## src/rtl/attn_ctrl_pkg.sv

```systemverilog
// ---------------------------------------------------------------------------
// attn_ctrl_pkg
//   Shared types and constants for the Q/K/V projection + attention phase
//   sequencer.
//     phase_e      : FSM state encoding, also driven out on the phase port
//     port_sel_e   : owner of the shared Q/K/V output SRAM ports
//     ctrl_out_t   : bundle of all registered controller outputs
//     decode_outputs() : next-state to output decode
// ---------------------------------------------------------------------------
package attn_ctrl_pkg;

    localparam int DRAIN_CYC_DEF = 2;
    localparam int TIMEOUT_DEF   = 4096;

    typedef enum logic [2:0] {
        PH_IDLE    = 3'd0,
        PH_LOAD    = 3'd1,
        PH_PROJ    = 3'd2,
        PH_DRAIN   = 3'd3,
        PH_ATTN    = 3'd4,
        PH_READOUT = 3'd5,
        PH_ERR     = 3'd7
    } phase_e;

    // PS_NONE makes the SRAM wrapper force WEB high, so nobody can write.
    typedef enum logic [1:0] {
        PS_HOST = 2'd0,
        PS_PROJ = 2'd1,
        PS_ATTN = 2'd2,
        PS_NONE = 2'd3
    } port_sel_e;

    typedef struct packed {
        logic      load_grant;
        logic      proj_en;
        logic      attn_start;
        port_sel_e port_sel;
        phase_e    phase;
        logic      busy;
        logic      done;
        logic      err;
    } ctrl_out_t;

    localparam ctrl_out_t CTRL_OUT_RST = '{
        load_grant: 1'b0,
        proj_en:    1'b0,
        attn_start: 1'b0,
        port_sel:   PS_HOST,
        phase:      PH_IDLE,
        busy:       1'b0,
        done:       1'b0,
        err:        1'b0
    };

    // Outputs are decoded from the state being entered so that they are
    // registered yet line up with the state register cycle for cycle.
    function automatic ctrl_out_t decode_outputs(input phase_e nx,
                                                 input phase_e cur,
                                                 input logic   done_ev);
        ctrl_out_t o;
        o            = CTRL_OUT_RST;
        o.phase      = nx;
        o.load_grant = (nx == PH_LOAD);
        o.proj_en    = (nx == PH_PROJ);
        o.attn_start = (nx == PH_ATTN) && (cur != PH_ATTN);
        o.busy       = (nx != PH_IDLE) && (nx != PH_ERR);
        o.err        = (nx == PH_ERR);
        o.done       = done_ev;
        case (nx)
            PH_PROJ:            o.port_sel = PS_PROJ;
            PH_ATTN:            o.port_sel = PS_ATTN;
            PH_DRAIN, PH_ERR:   o.port_sel = PS_NONE;
            default:            o.port_sel = PS_HOST;
        endcase
        return o;
    endfunction

endpackage

```

## src/rtl/phase_timer.sv

```systemverilog
// ---------------------------------------------------------------------------
// phase_timer
//   Clearable saturating up-counter with a terminal-count flag. Used by the
//   sequencer both to time the write-to-read drain and as the phase watchdog.
//   Ports:
//     clk, rst_n : clock, asynchronous active-low reset
//     clr        : synchronous clear (wins over en)
//     en         : count this cycle; the counter stops at LIMIT
//     expire     : high in the cycle whose closing edge brings the count to
//                  LIMIT (or while already saturated and enabled), so the
//                  consumer can change state on that very edge
// ---------------------------------------------------------------------------
module phase_timer #(
    parameter int LIMIT = 2
) (
    input  logic clk,
    input  logic rst_n,
    input  logic clr,
    input  logic en,
    output logic expire
);

    localparam int            W    = $clog2(LIMIT) + 1;
    localparam logic [W-1:0]  LIM  = W'(LIMIT);
    localparam logic [W-1:0]  LAST = W'(LIMIT - 1);

    logic [W-1:0] count;

    // NOTE: state is updated with non-blocking assignments so every flop
    // samples pre-edge values regardless of process evaluation order.
    always_ff @(posedge clk or negedge rst_n) begin
        if (!rst_n) begin
            count <= '0;
        end else if (clr) begin
            count <= '0;
        end else if (en && (count != LIM)) begin
            count <= count + W'(1);
        end
    end

    assign expire = en && (count >= LAST);

endmodule

```

## src/rtl/attn_phase_ctrl.sv

```systemverilog
// ---------------------------------------------------------------------------
// attn_phase_ctrl
//   Phase sequencer for the Q/K/V projection + attention pipeline:
//   IDLE -> LOAD -> PROJ -> DRAIN -> ATTN -> READOUT -> IDLE, with ERR on a
//   watchdog expiry in PROJ or ATTN. Owns the select of the shared Q/K/V
//   output SRAM ports and issues the attention start pulse.
//   Parameters:
//     DRAIN_CYC : idle cycles between last projection write and attn_start
//     TIMEOUT   : max cycles allowed in PROJ or ATTN
//   Ports:
//     clk, rst_n                 : clock, async active-low reset
//     start                      : run request, honoured only in IDLE
//     load_done                  : host finished loading input/weights
//     finished_q/_k/_v           : projection unit completion (level/pulse)
//     attn_done                  : attention engine completion pulse
//     host_release               : host finished reading results
//     abort                      : synchronous return to IDLE from anywhere
//     load_grant, proj_en        : phase enables
//     attn_start                 : one-cycle attention start pulse
//     port_sel                   : output SRAM owner (HOST/PROJ/ATTN/NONE)
//     phase                      : current state encoding
//     busy, done, err            : status
// ---------------------------------------------------------------------------
module attn_phase_ctrl
    import attn_ctrl_pkg::*;
#(
    parameter int DRAIN_CYC = DRAIN_CYC_DEF,
    parameter int TIMEOUT   = TIMEOUT_DEF
) (
    input  logic       clk,
    input  logic       rst_n,
    input  logic       start,
    input  logic       load_done,
    input  logic       finished_q,
    input  logic       finished_k,
    input  logic       finished_v,
    input  logic       attn_done,
    input  logic       host_release,
    input  logic       abort,
    output logic       load_grant,
    output logic       proj_en,
    output logic       attn_start,
    output logic [1:0] port_sel,
    output logic [2:0] phase,
    output logic       busy,
    output logic       done,
    output logic       err
);

    // Reset asserts asynchronously but releases on a clock edge, so every
    // flop below leaves reset in the same cycle.
    logic [1:0] rst_sync;
    logic       rst_int_n;

    always_ff @(posedge clk or negedge rst_n) begin
        if (!rst_n) begin
            rst_sync <= 2'b00;
        end else begin
            rst_sync <= {rst_sync[0], 1'b1};
        end
    end

    assign rst_int_n = rst_sync[1];

    phase_e    state, state_nx;
    ctrl_out_t out_q, out_nx;
    logic      fq, fk, fv;
    logic      all_fin;
    logic      state_chg;
    logic      done_ev;
    logic      wd_expire;
    logic      drain_expire;

    // A finish input seen in the current PROJ cycle counts immediately, so
    // the last finish moves to DRAIN on the edge that samples it.
    assign all_fin   = (fq | finished_q) & (fk | finished_k) & (fv | finished_v);
    assign state_chg = (state_nx != state);
    assign done_ev   = (state == PH_READOUT) && host_release && !abort;

    phase_timer #(.LIMIT(TIMEOUT)) u_watchdog (
        .clk    (clk),
        .rst_n  (rst_int_n),
        .clr    (state_chg),
        .en     ((state == PH_PROJ) || (state == PH_ATTN)),
        .expire (wd_expire)
    );

    phase_timer #(.LIMIT(DRAIN_CYC)) u_drain (
        .clk    (clk),
        .rst_n  (rst_int_n),
        .clr    (state_chg),
        .en     (state == PH_DRAIN),
        .expire (drain_expire)
    );

    always_ff @(posedge clk or negedge rst_int_n) begin
        if (!rst_int_n) begin
            state <= PH_IDLE;
            out_q <= CTRL_OUT_RST;
        end else begin
            state <= state_nx;
            out_q <= out_nx;
        end
    end

    // Sticky finish flags: cleared on PROJ entry, only collect while in PROJ.
    always_ff @(posedge clk or negedge rst_int_n) begin
        if (!rst_int_n) begin
            fq <= 1'b0;
            fk <= 1'b0;
            fv <= 1'b0;
        end else if (state_chg && (state_nx == PH_PROJ)) begin
            fq <= 1'b0;
            fk <= 1'b0;
            fv <= 1'b0;
        end else if (state == PH_PROJ) begin
            fq <= fq | finished_q;
            fk <= fk | finished_k;
            fv <= fv | finished_v;
        end
    end

    // Priority inside each state: abort, then completion, then watchdog.
    always_comb begin
        // NOTE: defaults first so every path assigns every variable and no
        // latch is inferred.
        state_nx = state;
        if (abort) begin
            state_nx = PH_IDLE;
        end else begin
            case (state)
                PH_IDLE:    if (start)        state_nx = PH_LOAD;
                PH_LOAD:    if (load_done)    state_nx = PH_PROJ;
                PH_PROJ: begin
                    if (all_fin)              state_nx = PH_DRAIN;
                    else if (wd_expire)       state_nx = PH_ERR;
                end
                PH_DRAIN:   if (drain_expire) state_nx = PH_ATTN;
                PH_ATTN: begin
                    if (attn_done)            state_nx = PH_READOUT;
                    else if (wd_expire)       state_nx = PH_ERR;
                end
                PH_READOUT: if (host_release) state_nx = PH_IDLE;
                PH_ERR:                       state_nx = PH_ERR;
                default:                      state_nx = PH_IDLE;
            endcase
        end
        out_nx = decode_outputs(state_nx, state, done_ev);
    end

    assign load_grant = out_q.load_grant;
    assign proj_en    = out_q.proj_en;
    assign attn_start = out_q.attn_start;
    assign port_sel   = out_q.port_sel;
    assign phase      = out_q.phase;
    assign busy       = out_q.busy;
    assign done       = out_q.done;
    assign err        = out_q.err;

endmodule

```

## config.mk

```make
export PLATFORM = sky130hd
export DESIGN_NAME = attn_phase_ctrl
export DESIGN_NICKNAME = d
export VERILOG_FILES = /design/src/rtl/attn_ctrl_pkg.sv /design/src/rtl/phase_timer.sv /design/src/rtl/attn_phase_ctrl.sv
export SDC_FILE = /design/constraint.sdc
export NUM_CORES = 1
export LEC_CHECK = 0
export ABC_AREA = 1
export CAP_MARGIN = 25
export CORE_UTILIZATION = 40
export CTS_CLUSTER_SIZE = 8
export DETAILED_ROUTE_END_ITERATION = 12
export DONT_BUFFER_PORTS = 1
export GPL_ROUTABILITY_DRIVEN = 1
export HOLD_SLACK_MARGIN = 0.03
export PLACE_DENSITY = 0.57
export SLEW_MARGIN = 20
export SYNTH_ARGS = -nofsm -noshare
export SYNTH_HDL_FRONTEND = slang
export SYNTH_SLANG_ARGS = --single-unit
```

## constraint.sdc

```tcl
create_clock -name clk -period 1.9 [get_ports clk]
set_input_delay 0.38 -clock clk [delete_from_list [all_inputs] [get_ports clk]]
set_output_delay 0.38 -clock clk [all_outputs]
set_load 0.03 [all_outputs]
```

==> summary.md <==
| Metric | Value |
|---|---|
| Final TNS setup | 0 ps |
| Unique masters post-synth | 28 |
| DRT Wirelength | 3910 um |
| Ant diodes | 0 |
| Share of layout cells above drive strength 1 | 36.1% |
| CP Class | flop to flop |
| DRC violations left | 0 |
| Worst skew pair latency | 300 ps |
| Area growth syn-to-layout | 28.1% |
| GRT Total Usage | 19.2% |
| Synthesized net count | 232 |
| Critical Path AT | 2070 ps |
| Clock sink count | 31 |
| HPWL after DPL | 2790 um |
| Total core area | 0.00412 mm2 |
| Post-synthesis sequential area ratio | 44.3% |
| Row count | 23 |
| Fmax | 530 MHz |
| Synth Register Bits | 31 |
| Worst Skew | 12.7 ps |
| Status | completed |
| Max Slew Vio Count | 0 |
| Post-layout util | 54.5% |
| Drt pass-1 iters | 4 |
| Footprint of the multi-input gates | 916 um2 |
| DR vias | 1442 |
| Antenna viol nets, final | 0 |
| Cell area power density | 753 mW/mm2 |
| Total gr overflow | 0 |
| Pre-CTS setup slack | -68.9 ps |
| RD Place Congestion | 0.935 |
| Critical Path Max Stage Delay | 470 ps |
| WL per Instance | 12.8 um |
| Die ar. | 0.00465 mm2 |
| Clock Tree Root | clkbuf_8 |
| Via-to-Cell Ratio | 4.73 |
| CP required | 2080 ps |
| Initial core utilization | 42.6% |
| Antenna violations before repair | 0 |
| Mean Syn Cell Area | 8.04 um2 |
| Worst vdd ir | 649 uV |
| Nets | 268 |
| Fillcell total | 395 |
| Worst Path Max Fanout | 5 |
| WHS | 130 ps |
| Num CTS Buffers | 5 |
| PortBufs | 0 |
| Syn Std Cell Area | 0.00175 mm2 |
| Clk buf depth | 2 |
| First-pass GRT wire length | 6380 um |
| Hold Crit Class | flop to async pin |
| CTS H-Tree Depth | 2 |
| Non-filler instance count after layout | 305 |
| Die Span X | 68.2 um |
| Reg clk slew, reported paths | 80 ps |
| CTS tree | done |
| Count of maximum capacitance violations | 0 |
| Worst-path cell chain | inv_2 > nand2_2 > nor2_4 > inv_2 > o21ai_1 > o21ai_2 > nand2_2 > nand2_2 > buf_4 > inv_1 > nand2_1 > nor2_4 > nor2_1 |
| Final Hold Viols | 0 |
| Register area | 779 um2 |
| Post-layout minimum cycle time | 1890 ps |
| Via count of the first global-routing pass | 1335 |
| Most frequent CP cell | nand2_2 |
| Post-route setup slack | 13.1 ps |
| RSZ-0062 raised after global routing | yes |
| CP Launch Type | flop |
| Crit share post-route | 99.3% |
| Setup-failing EPs final | 0 |
| Chip Height | 68.2 um |
| Ports | 21 |
| Critical path's slowest cell | dfrtp_2 |
| Kind of end point of the critical path | flop |
| Yosys warning total | 0 |
| Dpl cells | 288 |
| DRT iter0 DRCs | 71 |
| LEAKAGE | 0.00104 uW |
| Largest net degree at the start of global routing | 23 |
| Mapped Cells | 218 |
cell usage in the layout (no fill, tap or decap), drive strengths merged, types with 5 or more instances in the layout:
master and instances:
nand3 17, nor2 44, dfrtp 31, nand2 51, o21ai 8, clkbuf 5, nor3 8, inv 35
buf 29
cells by family after synthesis:
kind of cell,synth area share (%)
AND/OR/NAND/NOR,37.2
buffers and inverters,8.36
flip-flops,44.3
AO/OA/AOI/OAI,4.57
XOR/XNOR,2.50
adder cells (fa/ha/maj),2.86
other,0.214
state kept, by name, summed over array words and instances, names as in the netlist:
register	cells
port_sel	2
phase	3
fk	1
load_grant	1
attn_start	1
fq	1
busy	1
u_watchdog.count	13
done	1
fv	1
proj_en	1
rst_sync	2
err	1
u_drain.count	2
stage by stage:
step | total power [uW] | instance area, um2
2_1_floorplan | 990 | 1760
3_3_place_gp | 1090 | 1990
3_5_place_dp | 1100 | 1990
4_1_cts | 1660 | 2120
5_1_grt | 1780 | 2240
6_report | 1690 | 2240
timing repair:
item	CTS	global route
cloned	0	0
hold endpoints to repair	2	0
gates resized for setup	6	23
endpoints found under the setup margin	15	21
hold buffers	1	0
pin swaps	4	11
setup buffers	2	6
worst paths after layout:
path / startpoint / to / slack, ps / depth (start not counted)
setup / recovery: phase[0] / fk / 10 / 13
hold reg to reg: rst_sync[1] / u_watchdog.count[0] / 130 / 0
hold / removal: rst_sync[1] / u_watchdog.count[0] / 130 / 0
min in group clk: abort / done / 140 / 1
max in group asynchronous: rst_sync[1] / phase[2] / 1150 / 1
setup reg to reg: phase[0] / fk / 10 / 13
worst max-delay path: cells and delay by family, from the launching register on:
family / cells / cell delay [ps]
DFF: 1 / 470
AOI/OAI and AO/OA: 2 / 260
buffers and inverters: 4 / 400
and+or+nand+nor: 7 / 650
where the power goes:
group	switching (uW)	internal [uW]
clock	288	262
combinational	218	159
sequential	48.9	714
total	555	1130
area by class of cell:
type | count | area share (%)
Clock inverter | 3 | 1.11
Tap cell | 50 | 2.79
Sequential cell | 31 | 34.7
Clock buffer | 5 | 3.07
Inverter | 35 | 6.08
Timing Repair Buffer | 30 | 11.4
Multi-Input combinational cell | 151 | 40.8
cell usage after synthesis:
library cell  count  area share [%]
nor3_2            1            0.57
or2_2             2            0.71
nor2_4           12             7.7
nor3_4            1            0.93
nor2_1           31             6.6
nor2_2            1            0.36
inv_2             6             1.3
conb_1            1            0.21
o21ai_0           5             1.4
o22ai_1           1            0.36
o21ai_1           2            0.57
o211ai_1          1            0.43
nand2_2           5             1.8
nand3_1          16             4.6
xor2_1            4             2.0
nor4_1            1            0.36
ha_1              4             2.9
xnor2_1           1            0.50
inv_1            29             6.2
dfrtp_1          31              44
nand2_1          46             9.9
nor3_1            6             1.7
o21ai_2           1            0.50
buf_8             1            0.86
nand4_1           4             1.4
a21oi_1           3            0.86
nand3_2           1            0.57
o21bai_1          1            0.43
metal layers:
metal	GRT usage [%]	vias to the layer above	part of all wire, %
met4	7.81	0	1.6
li1	-	741	-
met1	28.0	670	49
met2	26.7	25	44
met3	4.83	6	4.5
met5	0	-	0
Note: power is estimated with default switching activity, not from simulation.
